--- src/rtl/disp_freq_scan.sv ---
// disp_freq_scan: multiplexed N-digit 7-segment driver with shadow latch, leading-zero blanking and dead cycle
module disp_freq_scan #(
  parameter int NUM_DIGITS = 4,
  parameter int SCAN_DIV   = 50000
) (
  input  logic                    clk,
  input  logic                    rst_n,
  input  logic [4*NUM_DIGITS-1:0] value,
  input  logic                    load,
  input  logic                    lz_en,
  output logic [6:0]              seg_out,
  output logic [NUM_DIGITS-1:0]   dig_en
);
  localparam int PW = SCAN_DIV > 1 ? $clog2(SCAN_DIV) : 1;
  localparam int IW = NUM_DIGITS > 1 ? $clog2(NUM_DIGITS) : 1;
  logic [4*NUM_DIGITS-1:0] shadow;
  logic [PW-1:0]           pre;
  logic [IW-1:0]           idx;
  logic [3:0]              nib [NUM_DIGITS];
  logic [NUM_DIGITS-1:0]   blank;
  logic                    nz;
  logic                    dead;
  function automatic logic [6:0] decode(input logic [3:0] n);
    case (n)
      4'h0: decode = 7'h7E;
      4'h1: decode = 7'h30;
      4'h2: decode = 7'h6D;
      4'h3: decode = 7'h79;
      4'h4: decode = 7'h33;
      4'h5: decode = 7'h5B;
      4'h6: decode = 7'h5F;
      4'h7: decode = 7'h70;
      4'h8: decode = 7'h7F;
      4'h9: decode = 7'h73;
      4'hA: decode = 7'h77;
      4'hB: decode = 7'h1F;
      4'hC: decode = 7'h0D;
      4'hD: decode = 7'h3D;
      4'hE: decode = 7'h4F;
      default: decode = 7'h47;
    endcase
  endfunction
  assign dead = pre == PW'(SCAN_DIV - 1);
  // split shadow into nibbles and flag digits above the most significant non-zero nibble
  always_comb begin
    nz = 1'b0;
    blank = '0;
    for (int i = NUM_DIGITS - 1; i >= 0; i--) begin
      nib[i] = shadow[4*i +: 4];
      nz = nz | (nib[i] != 4'h0);
      blank[i] = lz_en && (i != 0) && !nz;
    end
  end
  // shadow latch, prescaler and digit index
  always_ff @(posedge clk or negedge rst_n) begin
    if (!rst_n) begin
      shadow <= '0;
      pre    <= '0;
      idx    <= '0;
    end else begin
      if (load) shadow <= value;
      pre <= dead ? '0 : pre + 1'b1;
      if (dead) idx <= (idx == IW'(NUM_DIGITS - 1)) ? '0 : idx + 1'b1;
    end
  end
  // registered outputs: dark on the dead cycle or a blanked digit, else the decoded nibble
  always_ff @(posedge clk or negedge rst_n) begin
    if (!rst_n) begin
      seg_out <= '0;
      dig_en  <= '0;
    end else begin
      seg_out <= (dead || blank[idx]) ? 7'h00 : decode(nib[idx]);
      dig_en  <= (dead || blank[idx]) ? '0 : NUM_DIGITS'(1) << idx;
    end
  end
endmodule

--- config.mk ---
export PLATFORM = sky130hd
export DESIGN_NAME = disp_freq_scan
export DESIGN_NICKNAME = d
export VERILOG_FILES = /design/src/rtl/disp_freq_scan.sv
export SDC_FILE = /design/constraint.sdc
export NUM_CORES = 1
export LEC_CHECK = 0
export BUFFER_PORTS_ARGS = -buffer_cell sky130_fd_sc_hd__buf_2
export CORE_MARGIN = 8
export CORE_UTILIZATION = 30
export CTS_CLUSTER_SIZE = 30
export DETAILED_ROUTE_END_ITERATION = 10
export HOLD_SLACK_MARGIN = 0.1
export MAX_ROUTING_LAYER = met4
export SLEW_MARGIN = 15
export SYNTH_ARGS = -nofsm -noshare
export SYNTH_HDL_FRONTEND = slang
export SYNTH_SLANG_ARGS = --single-unit
--- constraint.sdc ---
create_clock -name clk -period 5.92 [get_ports clk]
set_input_delay 0.888 -clock clk [delete_from_list [all_inputs] [get_ports clk]]
set_output_delay 0.888 -clock clk [all_outputs]
set_load 0.01 [all_outputs]
# After elaboration in Yosys (flattened, before gate mapping)
# Memory sizes are Yosys's and may differ from the RTL's.
# Index checks and enable logic that the tools add are counted.
# classes
addsub,2
order_cmp,2
n_eq_ne,2
n_shift,1
n_mux,9
bitwise,3
n_reduce_logical,10
# ops
operator,n
"adder 16 x 1 -> 16 bit, second input constant",1
"== test 16 bit, second input constant",1
2-to-1 mux 16 bit,1
2-to-1 mux 4 bit,3
nonzero test 4 bit,3
binary-select mux 4 bit (select 2 bit),1
2-to-1 mux 7 bit,1
"left shift 1 x 2 -> 4 bit, first input constant",1
"greater-or-equal comparator 3 bit, second input constant",1
logical AND 1 bit,3
zero test 1 bit,3
"< comparator 2 x 3 -> 1 bit, second input constant",1
NOT 2 -> 3 bit,1
"adder 2 x 1 -> 2 bit, second input constant",1
binary-select mux 1 bit (select 2 bit),1
"== test 2 bit, second input constant",1
2-to-1 mux 2 bit,1
OR 1 bit,2
logical OR 1 bit,1
2-to-1 mux 1 bit,1
# totals
regBits,45
mem_bits_ro,112
input_bits,20
output_inout_bits,11
memories,1
# mem_list
name,words,width,read_ports,rd_ports_with_merged_regs,write_ports,line_no,source
(no name shown),16,7,1,0,0,24,case (n)

# Depth between registers and ports, before layout
# Gate-level depths: netlist of run 1.
# logic_depth
word_depth,9
ltp_mapped,7

# Least setup slack after synthesis of run 1
# OpenSTA, ideal clock, no wires.
# synth_path
path_kind,input-to-reg
from,input port load
to,register shadow[10]
t_arrival_ns,1.849
slack_ns,3.946
path_stages,3
path_buffers,2
path_cell_list,clkbuf_1 -> buf_1 -> mux2_2
# synth_lines
item,line_no,source
start: declaration,9,"input logic load,"
end signal: assignment,61,if (load) shadow <= value;
end: declaration,16,logic [4*NUM_DIGITS-1:0] shadow;
# No word-level cell between the ends.

# Worst setup path after layout of run 1
# layout_path
from,register idx[0]
to,register seg_out[3]
# layout_via
elab_chain_cells,6
elab_cells_between_ends,9
cone_classes,mux (6); bitwise (1); reduce/logical (1); memory (1)
# layout_rtl
item,line_no,source
start: declaration,18,logic [IW-1:0] idx;
start signal: assignment,63,if (dead) idx <= (idx == IW'(NUM_DIGITS - 1)) ? '0 : idx + 1'b1;
NOT 2 -> 3 bit (implied by the code),72,seg_out <= (dead || blank[idx]) ? 7'h00 : decode(nib[idx]);
binary-select mux 4 bit (select 2 bit),72,
2-to-1 mux 4 bit (implied by the code) (2 in a row),72,
memory read (16 x 7 bit),--,
2-to-1 mux 7 bit (*),72,
end signal: assignment,72,
end: declaration,11,"output logic [6:0] seg_out,"
# Every way passes the cells marked *; elsewhere a longest branch is shown, timed or not. The select of a mux whose other input is x is not followed.
# A chain may end at the register's enable or synchronous reset.

==> impl_metrics.toml, run 1 <==
[run_status]
status = "finished, final reports clean"

[floorplan]
die_x_um = 102
die_area_sq_um = 10400
coreArea_sq_um = 7210
start_util_pct = 30.7
dieHeight_um = 102
io_pins = 31
rows = 31

[power_and_ir_drop]
cellPowerDensity_nw_per_um2 = 267
peakVddDrop_uv = 85.1
cellLeakagePower_nw = 1.15

[sta]
rsz0062_at_grt = "no"
finalSetupViolations = 0
fin_skew_ns = 0.00404
fmax_mhz = 442
finalCriticalPeriod_ns = 2.26
slew_headroom_pct = 34.7
hold-worst-slack_ns = 0.498
hold_viol_final = 0
period_share_pct = 38.2
tns_ns = 0
slew_violations = 0
worst_slew_pin_slew_ns = 0.979

[grt]
grt_pass1_wl_mm = 7.31
grt_usage_pct = 9.16
antenna_found_initial = 0
grt_max_degree = 46
grt_pass1_vias = 1502
grt_overflow = 0

[drt]
firstDrtPassIters = 4
routed_wl_mm = 4.17
drtAntennaViolNets = 0
wire_per_inst_um = 13.0
num_vias = 1479
drcViolationCount = 0
via_per_inst = 4.61
drt-initial-drc-count = 92

[placement]
dpl-instance-area_sq_um = 2450
io_buffers = 30
place.gp.congestion = 0.865
hpwl_mm = 3.13

[cts]
htreeDepth = 2
cts-resized-gates = 0
cts_buffers = 5
cts_tree = "built"
clk_pin_slew_ns = 0.09
clkLatencyLatePin_ns = 0.29
cts.sinks = 45
cts-root-buf = "clkbuf_8"
cts_max_path_buffers = 2
post-cts-setup-buffer-count = 0
holdBufCountCts = 0

[layout]
final_common_cell = "dfrtp_1"
fin_area_sq_um = 2580
finish.utilization_pct = 35.8
drive_above_1_share_pct = 29.3
mostFrequentLayoutCells = "dfrtp_1, buf_2, nor2_1, mux2_2, nand2_1"
area_growth_pct = 16.4
diodes = 0
nets = 251

[synthesis]
yosys.area.top_type = "dfrtp_1"
synthAdderAreaFrac_pct = 5.64
avgSynthCellArea_sq_um = 11.6
yosys_warnings = 0
yosys.area_share.simple_pct = 13.9
synthesis.nets = 221
synth_compound_gate_area_share_pct = 6.54
syn_inst = 191
synth_area_leaders = "dfrtp_1, mux2_2, ha_1"
synth_top_area_share_pct = 50.8
synthesis.area_sq_um = 2220
ys_async_sr_fraction_pct = 100
ys_dominant_reg_cell = "dfrtp_1"
ys_seq_area_share_pct = 50.8
synthXorXnorAreaFrac_pct = 3.55
synth_top_family_by_area = "multiplexers"
muxShareOfSynthArea_pct = 16.2
synth_cell_types = 37
synth_edf_count = 0
ys_ff_latch = 45

[setup_path]
crit_family = "multiplexers"
cp.arrival_ns = 2.46
critPathLaunchType = "register"
cp-end-kind = "register"
cp_num_buf_inv = 1
slowest_delay_ns = 0.70
cp_max_fo = 11
path_cells = "mux4_1 > inv_1 > ha_1 > mux2i_1 > a211oi_1"
path_class = "reg2reg"
worstPathRequired_ns = 6.12
cp_slowest_cell = "mux4_1"

[run]
max_cap_viol_count = 0

[hold_path]
hold_path_class = "reg2reg"
where the power goes:
group	leakage, nW	switching (mW)	internal [mW]
Combinational	0.528	0.0404	0.0388
Clock	0.0681	0.104	0.168
Sequential	0.549	0.0116	0.326
metrics by stage:
stage | std cells | power [mW] | setup slack (ns)
2_1_floorplan | 191 | 0.394 | 3.95
3_3_place_gp | 313 | 0.424 | 3.78
3_5_place_dp | 313 | 0.425 | 3.65
4_1_cts | 321 | 0.699 | 3.63
5_1_grt | 321 | 0.723 | 3.48
6_report | 321 | 0.689 | 3.66
cell families after synthesis:
| kind of cell | Yosys count |
|---|---|
| simple gates | 65 |
| mux | 28 |
| flops | 45 |
| fa+ha+maj | 10 |
| compound gates | 19 |
| buf+inv | 15 |
| xor+xnor | 9 |
cell usage after synthesis (2+ instances only):
cell / count
o21ai_0: 5
a211oi_1: 3
buf_2: 3
xor2_1: 4
nor3_1: 3
a221oi_1: 2
and3_1: 3
mux2_2: 20
dfrtp_1: 45
nor4_1: 3
nand2_1: 13
and2_1: 4
nor2b_1: 3
ha_1: 10
nand3_1: 7
nor2_1: 23
nand2b_1: 2
xnor2_1: 5
a31oi_1: 2
inv_1: 8
buf_6: 2
mux2i_1: 4
mux4_2: 3
worst register-to-register path, delay by kind of cell, from the launching register on:
family                     cells  cell delay (ns)
DFF                            1             0.60
muxes                          2             0.85
buffers and inverters          1             0.16
AOI/OAI and AO/OA              1             0.26
adders and majority gates      1             0.31
routing by layer:
layer | wire length [um] | up-vias | GRT usage, %
met5 | 0 | - | -
met4 | 72 | 0 | 3.95
met3 | 285 | 4 | 3.00
met2 | 1770 | 35 | 13.1
met1 | 2040 | 710 | 11.5
li1 | - | 730 | -
state kept, by name (all words and copies together), names as in the netlist:
signal and flops:
pre 16, shadow 16, seg_out 7, dig_en 4, idx 2
final cells by class:
class,count,area (sq um)
flip-flops and latches,45,1130
multi-input cells,131,1020
inverters,8,30.0
repair buffers,30,150
fillers,740,4630
well taps,99,124
clock inverters,3,65.1
clock buffers,5,68.8
worst paths after layout:
| path | to | start | depth (start not counted) | slack, ns |
|---|---|---|---|---|
| setup / recovery | seg_out[3] | idx[0] | 5 | 3.66 |
| hold / removal | pre[0] | pre[0] | 1 | 0.50 |
| setup reg to reg | seg_out[3] | idx[0] | 5 | 3.66 |
| hold reg to reg | pre[0] | pre[0] | 1 | 0.50 |
| max in group asynchronous | dig_en[1] | rst_n | 1 | 4.57 |
| min in group asynchronous | seg_out[2] | rst_n | 1 | 0.74 |
Power figures use the tool's default switching activity.
==> run 2, diff against run 1 <==
--- a/config.mk
+++ b/config.mk
@@ -5,6 +5,7 @@
 export SDC_FILE = /design/constraint.sdc
 export NUM_CORES = 1
 export LEC_CHECK = 0
+export ABC_AREA = 1
 export BUFFER_PORTS_ARGS = -buffer_cell sky130_fd_sc_hd__buf_2
 export CORE_MARGIN = 8
 export CORE_UTILIZATION = 30
==> constraint.sdc (replaced) <==
create_clock -name clk -period 2.3 [get_ports clk]
set_input_delay 0.345 -clock clk [delete_from_list [all_inputs] [get_ports clk]]
set_output_delay 0.345 -clock clk [all_outputs]
set_load 0.01 [all_outputs]
==> run 2 against run 1 <==
Non-clock buffer count grew 2. Final cell count is 41% higher. Total power grew 140%. Clock-buffer cell count did not move. First-iteration DRC count decreased by 2.2%. Clock power increased by 110%. Critical endpoint is now seg_out[1]. Die area up 10%. Flip-flop and latch count stayed put. Routed wire length is 23% higher. Synthesized cell count grew 64%. Sequential power rose to 2.5 times the previous value. Final area grew 10%.
==> impl_metrics.toml, run 2 <==
[run_status]
status = "finished, final reports clean"

[floorplan]
coreArea_sq_um = 8130
die_area_sq_um = 11500
die_x_um = 107
dieHeight_um = 107
rows = 33
io_pins = 31
start_util_pct = 30.6

[setup_path]
cp_max_fo = 11
critPathLaunchType = "register"
regToRegSetupSlack_ns = 0.57
worstPathRequired_ns = 2.48
path_class = "reg2reg"
cp-end-kind = "register"
cp.arrival_ns = 1.91

[synthesis]
yosys.area.top_type = "dfrtp_1"
synth_common_cells = "nand2_1, dfrtp_1, nor2_1, inv_1, nand3_1"
synthesis.nets = 344
synth_compound_gate_area_share_pct = 5.28
ys_seq_area_share_pct = 45.2
synthXorXnorAreaFrac_pct = 1.76
synth_cell_types = 28
synth.most_common_cell = "nand2_1"
ys_ff_latch = 45
synth_top_area_share_pct = 45.2
muxShareOfSynthArea_pct = 1.81
yosys.area_share.simple_pct = 32.6
synth_area_leaders = "dfrtp_1, nand2_1, nand3_1"
syn_inst = 314
synth_top_family_by_area = "simple AND/OR/NAND/NOR gates"
ys_dominant_reg_cell = "dfrtp_1"
synth_edf_count = 0
synthesis.area_sq_um = 2490
synthAdderAreaFrac_pct = 5.03
ys_async_sr_fraction_pct = 100
yosys_warnings = 0
avgSynthCellArea_sq_um = 7.93

[power_and_ir_drop]
cellLeakagePower_nw = 1.47
seqPwrFrac_pct = 52.3
swShare_pct = 24.6
cellPowerDensity_nw_per_um2 = 574
power_frac_comb_pct = 12.8
p_int_mw = 1.23
peakVddDrop_uv = 311
p_clk_share_pct = 34.9
p_sw_mw = 0.403

[layout]
mostFrequentLayoutCells = "nand2_1, dfrtp_1, nor2_1, inv_1, nand3_1"
area_growth_pct = 14.4
top_regs = "pre (16), shadow (16), seg_out (7)"
nets = 377
final_cell_count_no_fill = 452
diodes = 0
final_common_cell = "nand2_1"
drive_above_1_share_pct = 19.0
fin_area_sq_um = 2850

[drt]
wl_met1_mm = 2.60
drtAntennaViolNets = 0
wl_met2_mm = 2.26
drt-initial-drc-count = 90
drcViolationCount = 0
wire_per_inst_um = 11.3
routed_wl_mm = 5.12
routed-wl-met3_um = 180
num_vias = 1971
via_per_inst = 4.36
top_layer_used = "met4"
firstDrtPassIters = 4

[sta]
tns_ns = 0
finalSetupViolations = 0
rsz0062_at_grt = "no"
worst_slew_pin_slew_ns = 0.563
period_share_pct = 75.2
hold_viol_final = 0
fin_skew_ns = 0.00904
slew_violations = 0
slew_headroom_pct = 62.5
fmax_mhz = 578
worst_slack_ns = 0.571
finalCriticalPeriod_ns = 1.73

[hold_path]
hold_path_class = "in2async"

[grt]
grt_usage_pct = 9.79
antenna_found_initial = 0
grt_max_degree = 46
grt_overflow = 0
grt_pass1_wl_mm = 9.14
grt_pass1_vias = 2010

[placement]
pre_cts_ws_ns = 0.580
io_buffers = 30
dpl-instance-area_sq_um = 2740
place.gp.congestion = 0.841
hpwl_mm = 3.92
dp_cells = 445

[cts]
clk_pin_slew_ns = 0.08
clkLatencyLatePin_ns = 0.29
cts_max_path_buffers = 2
holdBufCountCts = 0
cts-resized-gates = 0
htreeDepth = 2
cts.sinks = 45
cts_tree = "built"
cts-root-buf = "clkbuf_8"
cts_buffers = 5
post-cts-setup-buffer-count = 0

[run]
max_cap_viol_count = 0
[run 2: cell types whose count changed after synthesis, sizes merged, moves of 4 or more]
| cell | delta |
|---|---|
| nand2 | +72 |
| inv | +33 |
| nand3 | +31 |
| nor2 | +21 |
| mux2 | -16 |
| o21ai | +14 |
| xnor2 | -5 |
| a21oi | +4 |
| and2 | -4 |
| mux2i | -4 |
| mux4 | -4 |
[run 2: critical path, stage by stage, from the launching register on]
cell and delay (ns):
dfrtp_1 0.60, inv_4 0.13, nand3_1 0.13, nand2_2 0.11, inv_1 0.10, ha_1 0.18
nand3_1 0.12, o21ai_0 0.17, nor2_1 0.06
[run 2: metal layers]
layer | up-vias | global-route usage, %
met5 | - | -
met4 | 0 | 3.42
met3 | 5 | 1.92
met2 | 32 | 15.0
met1 | 882 | 12.6
li1 | 1052 | -
[run 2: worst paths after layout]
path / startpoint / to / depth (start not counted)
max: idx[1] / seg_out[1] / 8
min in group clk: value[8] / shadow[8] / 3
min: rst_n / pre[0] / 2
min reg2reg: pre[0] / pre[0] / 1
max reg2reg: idx[1] / seg_out[1] / 8
max in group asynchronous: rst_n / seg_out[2] / 2
[run 2: power groups by stage]
stage	clock network (mW)	logic (mW)	registers (mW)
floorplan	0	0.121	0.878
global placement	0	0.210	0.871
detailed placement	0	0.212	0.872
CTS	0.601	0.213	0.856
global route	0.627	0.244	0.861
finish	0.570	0.209	0.855
[run 2: metrics by stage]
step                total power [mW]  hold slack (ns)  utilization (%)
floorplan                       1.00           0.0494                -
global placement                1.08            0.466             33.7
detailed placement              1.08            0.472             33.7
CTS                             1.67            0.147             35.0
global route                    1.73            0.174             35.0
finish                          1.63            0.121             35.0
[run 2: logic make-up (layout without fill, tap and decap cells)]
kind of cell | Yosys count | in the layout
simple gates | 177 | 177
buf+inv | 48 | 81
flops | 45 | 45
compound gates | 25 | 25
fa+ha+maj | 10 | 10
xor+xnor | 5 | 5
mux | 4 | 4
[run 2: layout make-up]
cell class | instances | area, sq um
clock buffer | 5 | 68.8
clock inverter | 2 | 35.0
fill | 843 | 5290
inverter | 42 | 165
multi-input combinational | 221 | 1160
sequential | 45 | 1130
tap | 105 | 131
timing repair buffer | 32 | 165
